File: src/rtl/demodulator_arbiter.sv
// Round-robin arbiter sharing one demodulator among NReq val/rdy requesters.
// One transaction is in flight at a time: accept, issue, wait for result, return.
module demodulator_arbiter #(
    parameter int Width = 32,
    parameter int NReq  = 4,
    localparam int GW   = $clog2(NReq)
) (
    input  logic                  clk,
    input  logic                  reset,
    input  logic [NReq-1:0]       recv_val,
    output logic [NReq-1:0]       recv_rdy,
    input  logic [NReq*Width-1:0] recv_msg,
    output logic [NReq-1:0]       send_val,
    input  logic [NReq-1:0]       send_rdy,
    output logic [Width-1:0]      send_msg,
    output logic                  dm_req_val,
    input  logic                  dm_req_rdy,
    output logic [Width-1:0]      dm_req_msg,
    input  logic                  dm_resp_val,
    output logic                  dm_resp_rdy,
    input  logic [Width-1:0]      dm_resp_msg,
    output logic [GW-1:0]         grant,
    output logic                  busy
);

    typedef enum logic [1:0] {
        S_IDLE   = 2'd0,
        S_ISSUE  = 2'd1,
        S_WAIT   = 2'd2,
        S_RETURN = 2'd3
    } state_t;

    state_t            state;
    logic [GW-1:0]     ptr;
    logic [Width-1:0]  req_q;
    logic [Width-1:0]  resp_q;

    logic              found;
    logic [GW-1:0]     sel;
    logic [GW:0]       idx;

    // Scan downward so the candidate closest to ptr (smallest offset) wins last.
    always_comb begin
        found = 1'b0;
        sel   = '0;
        idx   = '0;
        for (int k = NReq - 1; k >= 0; k--) begin
            idx = {1'b0, ptr} + (GW+1)'(k);
            if (idx >= (GW+1)'(NReq)) idx = idx - (GW+1)'(NReq);
            if (recv_val[idx[GW-1:0]]) begin
                found = 1'b1;
                sel   = idx[GW-1:0];
            end
        end
    end

    always_comb begin
        recv_rdy = '0;
        if (state == S_IDLE && found) recv_rdy[sel] = 1'b1;
    end

    always_comb begin
        send_val = '0;
        if (state == S_RETURN) send_val[grant] = 1'b1;
    end

    assign dm_req_val  = (state == S_ISSUE);
    assign dm_resp_rdy = (state == S_WAIT);
    assign dm_req_msg  = req_q;
    assign send_msg    = resp_q;
    assign busy        = (state != S_IDLE);

    always_ff @(posedge clk or posedge reset) begin
        if (reset) begin
            state  <= S_IDLE;
            ptr    <= '0;
            grant  <= '0;
            req_q  <= '0;
            resp_q <= '0;
        end else begin
            case (state)
                S_IDLE: begin
                    if (found) begin
                        req_q <= recv_msg[int'(sel)*Width +: Width];
                        grant <= sel;
                        state <= S_ISSUE;
                    end
                end
                S_ISSUE: begin
                    if (dm_req_rdy) state <= S_WAIT;
                end
                S_WAIT: begin
                    if (dm_resp_val) begin
                        resp_q <= dm_resp_msg;
                        state  <= S_RETURN;
                    end
                end
                S_RETURN: begin
                    // The pointer only moves once the result has been handed back.
                    if (send_rdy[grant]) begin
                        ptr   <= (grant == GW'(NReq - 1)) ? '0 : grant + 1'b1;
                        state <= S_IDLE;
                    end
                end
                default: state <= S_IDLE;
            endcase
        end
    end

endmodule

File: config.mk
export PLATFORM = sky130hd
export DESIGN_NAME = demodulator_arbiter
export DESIGN_NICKNAME = d
export VERILOG_FILES = /design/src/rtl/demodulator_arbiter.sv
export SDC_FILE = /design/constraint.sdc
export NUM_CORES = 1
export LEC_CHECK = 0
export ABC_AREA = 1
export CAP_MARGIN = 10
export CORE_AREA = 8 8 113 115
export DETAILED_ROUTE_END_ITERATION = 10
export DIE_AREA = 0 0 121 123
export GPL_ROUTABILITY_DRIVEN = 1
export PLACE_DENSITY = 0.86
export SLEW_MARGIN = 20
export SYNTH_ARGS = -nofsm -noshare
export SYNTH_HDL_FRONTEND = slang
export SYNTH_SLANG_ARGS = --single-unit
File: constraint.sdc
create_clock -name clk -period 7.1 [get_ports clk]
set_input_delay 2.13 -clock clk [delete_from_list [all_inputs] [get_ports clk]]
set_output_delay 2.13 -clock clk [all_outputs]
set_load 0.05 [all_outputs]
* Word level (Yosys, flattened, before mapping)
Cells that the tools add are included.
** Storage, ports and cells
- Flip-flop bits (word level) :: 70
- Bits of input ports :: 172
- Word-level logic and storage cells :: 77
** Operators by class
- Add/sub/neg operators :: 8
- Magnitude comparators :: 12
- Equal/unequal tests :: 8
- Shift-type cells :: 1
- Muxes and demuxes :: 34
- Reductions and logical operators :: 9
** Operator list (number)
- variable part select 128 x 8 -> 32 bit :: 1
- 2-to-1 mux 2 bit :: 13
- less-than comparator 2 x 3 -> 1 bit, second input constant :: 6
- 2-to-1 mux 1 bit :: 11
- binary-select mux 1 bit (select 2 bit) :: 5
- >= comparator 3 bit, second input constant :: 3
- 2-to-1 mux 4 bit :: 2
- case mux 2 bit (4 select lines) :: 1
- subtractor 2 x 1 -> 2 bit, second input constant :: 4
- adder 2 x 2 -> 3 bit, second input constant :: 2
- == test 2 bit, second input constant :: 3
- AND reduction 2 bit :: 3
- demux 1 bit (select 2 bit) :: 2
- >= comparator 2 x 1 -> 1 bit, second input constant :: 2
- inequality test 2 x 1 -> 1 bit, second input constant :: 2
- inequality test 2 bit, second input constant :: 2
- AND reduction 4 bit :: 1
- adder 2 x 1 -> 3 bit, second input constant :: 1
- >= comparator 2 x 3 -> 1 bit, second input constant :: 1
- logical AND 1 bit :: 3
- adder 2 x 1 -> 2 bit, second input constant :: 1
- == test 2 x 1 -> 1 bit, second input constant :: 1
- zero test 2 bit :: 1
- nonzero test 2 bit :: 1

* Logic depth before layout (Yosys ltp)
- Word-level depth :: 14
- Mapped depth :: 16
- Mapped depth without buffers :: 15

* Worst setup path after synthesis
OpenSTA, ideal clock, no wires.
- Path type :: input-to-output
- From :: input port recv_val[0]
- To :: output port recv_rdy[0]
- Data arrival time :: 4.079 ns
- Path slack :: 0.891 ns
- Cell stages on the path :: 9
- Path buffers :: 2
- Path through :: inv_1 -> o21ai_0 -> or2_1 -> nand2_1 -> nand2_2 -> nand2_2 -> buf_6 -> buf_6 -> nor3_1
** Between the ends
- Longest elaborated chain between the ends :: 11
- Elaborated cells on any way between the ends :: 23
- Classes of those cells :: order compare (2); mux (19); reduce/logical (2)
** Ends and longest elaborated chain
- start: declaration :: line 10 : input logic [NReq-1:0] recv_val,
- binary-select mux 1 bit (select 2 bit) :: line 50 : if (recv_val[idx[GW-1:0]]) begin
- 2-to-1 mux 1 bit (not written as such) :: line 50
- 2-to-1 mux 2 bit (4 in a row) :: line 50
- less-than comparator 2 x 3 -> 1 bit (not written as such) / >= comparator 2 x 1 -> 1 bit (equally long branches) :: line 59 : if (state == S_IDLE && found) recv_rdy[sel] = 1'b1;
- logical AND 1 bit (not written as such) :: line 59
- 2-to-1 mux 1 bit (not written as such) :: line 59
- demux 1 bit (select 2 bit) :: line 59
- 2-to-1 mux 4 bit * :: line 59
- end: declaration :: line 11 : output logic [NReq-1:0] recv_rdy,
Every way passes the cells marked *; elsewhere a longest branch is shown, timed or not. The select of a mux whose other input is x is not followed.

* Final worst setup path
- From :: input port recv_val[0]
- To :: output port recv_rdy[1]
The elaborated chain is that of the path after synthesis.

==> impl_results.md <==
- Worst Skew: 5.867 ps
- Worst path required time: 4970 ps
- Number of buffers added on ports: 248
- Routed wl met3: 1482 um
- Syn Area/Cell: 6.956 um^2
- Tmin final: 6317 ps
- Finished Layout Cells: 1043
- Post-Synthesis Cells: 663
- Cell Area, Synth: 4612 um^2
- Rows: 39
- Buf/Inv on CP: 3
- Hold WC Path Type: reg2reg
- Multi-input logic area: 2260 um^2
- Vias in the first global route: 4756
- Vias: 4972
- Routed WL: 16310 um
- Warnings, synthesis: 0
- Met2 wire length: 7737 um
- Clock Sinks: 70
- Fin Setup TNS: 0 ps
- DP Wirelength: 12510 um
- H-tree depth: 3
- IO Pins: 249
- FMAX: 158.3 MHz
- Cells along the critical path: clkdlybuf4s50_1, inv_1, o21ai_0, or2_1, nand3_2, nand2_2, nand2_1, nor2_1, buf_12
- Post-route setup slack: 783.4 ps
- Layout cell share with drive strength beyond 1: 0.08222
- Run status: complete, no violations
- Crit share post-route: 0.8897
- Fill cells: 913
- Commonest non-fill, non-tap cell in the layout: nand2_1
- Seq cells post-synth: 70
- CP Capture Type: output port
- Vias per cell: 4.767
- ANT nets after route: 0
- Post-layout nets: 1075
- Peak VDD IR: 0.0003521 V
- Remaining DRCs: 0
- Top delay family on crit path: simple AND/OR/NAND/NOR gates
- RSZ-0062 raised after global routing: false
- CTS tree: done
- WS Path Type: in2out
- RD Place Congestion: 0.8913
- Syn_nets: 843
- Met1 WL: 6751 um
- Design area: 7415 um^2
- Root Buffer: clkbuf_16
- Unique masters post-synth: 26
- P_leak: 3.792 nW
- Cell Pwr Density: 551.6 nW/um^2
- FF+latch area: 1752 um^2
- Tot Pwr: 4.090 mW
- All-Layer GR Usage: 0.2118
- Router iterations before antenna repair: 5
- Dpl ws: 793.4 ps
- Worst hold slack: 477.3 ps
- Initial Util: 0.4164
- Gr ovfl total: 0
- Initial antenna violation count: 0
- CTS Buf Count: 9
- MaxCap Viol Count: 0
- Worst rel slew slack: 0.4094
- Dpl cells: 1027
- Worst Path Arrival: 4190 ps
- Resize count post-CTS: 0
- Slowest-stage cell, CP: clkdlybuf4s50_1
- Die width: 121 um
- Layout area overhead: 60.77%
- Maximum root-to-sink buffer count: 2
- Post-synthesis sequential area ratio: 0.3798
- Top Layer Used: met4
- DP Area: 7089 um^2
- Starting DRT DRC Count: 368
- Final Core Density: 0.6694
- Setup bufs post-CTS: 0
- CP startpoint kind: input port
- Number of setup violations in the final report: 0
- Slew Viols, Final: 0
- Final Hold Fails: 0
- DR WL/cell: 15.63 um
- # diodes: 0
- CTS clk-pin slew, worst paths: 60 ps
- Core ar.: 11080 um^2
- Die Height: 123 um
- Skew-Pair Late Insertion Delay: 330 ps
- Largest stage delay on the critical path: 470 ps
- Share of the synthesized area in the top cell type: 0.3798
- Hold buffers post-CTS: 0
- Post-synth top area cell: dfrtp_1
- Worst-Margin Slew: 885.9 ps
- Commonest cells after routing, fill and taps aside: nand2_1 (296), clkdlybuf4s50_1 (244), nand3_1 (98)
- Die area: 14880 um^2
- Critical path fanouts, max: 29
- First-pass GRT wire length: 25000 um
- Top cells by area, synth: dfrtp_1 (38%), nand2_1 (24%), nand3_1 (11%)
- Largest net degree at the start of global routing: 71
==> report_power, final <==
part           internal [mW]  switching [mW]  leakage, nW
combinational          0.974            1.90         2.79
clock                  0.317           0.173        0.148
sequential             0.604           0.123        0.849
total                   1.89            2.20         3.79
==> sequential cells by signal (all words and copies together), names as in the netlist <==
register,cells
dm_req_msg,32
grant,2
ptr,2
send_msg,32
state,2
==> cells by family (layout without fill, tap and decap cells) <==
kind of cell / after synthesis / count (layout) / share of synthesized area
simple gates: 415 / 415 / 0.3722
buf+inv: 124 / 361 / 0.1313
mux: 32 / 32 / 0.07813
flops: 70 / 70 / 0.3798
compound gates: 14 / 14 / 0.01682
fa+ha+maj: 8 / 8 / 0.02170
==> cell usage after synthesis (all sizes together) <==
cell type    n
o22ai        1
mux2        32
clkinv       1
a21oi        3
o22a         1
or2          1
inv         86
a22oi        1
buf         35
nor3         4
nor2        10
ha           8
nand2      301
nand3       99
o21ai        8
dfrtp       70
clkbuf       2
==> worst reg2reg max path, cell delays in order, from the launching register on <==
cell and delay [ps]:
dfrtp_1 600, inv_2 140, nand2_1 80, nand2_1 60
nand2_1 100, nand2_2 80, nand2_1 100, nand3_2 80
nand2_2 440, buf_4 480, nand2_1 160, nand2_1 100
nand2_1 50, nand2_1 60, nand2_1 50, nand2_1 60
==> layout make-up <==
cell class / count / share of cell area
clock inverter: 5 / 0.01114
inverter: 87 / 0.04404
multi-input combinational: 469 / 0.3048
timing repair buffer: 258 / 0.3469
tap: 143 / 0.02413
sequential: 70 / 0.2362
clock buffer: 11 / 0.03274
==> metal layers <==
metal	track usage	vias to the layer above
met3	0.06895	23
li1	-	2504
met1	0.2575	2238
met5	0	-
met4	0.06167	0
met2	0.3520	207
==> worst paths after layout <==
| kind | end | cells after the start | startpoint | slack [ps] |
|---|---|---|---|---|
| setup / recovery | recv_rdy[1] | 9 | recv_val[0] | 780 |
| hold / removal | dm_req_msg[20] | 2 | dm_req_msg[20] | 480 |
| setup reg to reg | dm_req_msg[17] | 15 | ptr[0] | 4410 |
| hold reg to reg | dm_req_msg[20] | 2 | dm_req_msg[20] | 480 |
| max in group asynchronous | dm_req_msg[19] | 3 | reset | 4110 |
| min in group asynchronous | send_msg[2] | 3 | reset | 2390 |
Note: power is estimated with default switching activity, not from simulation.
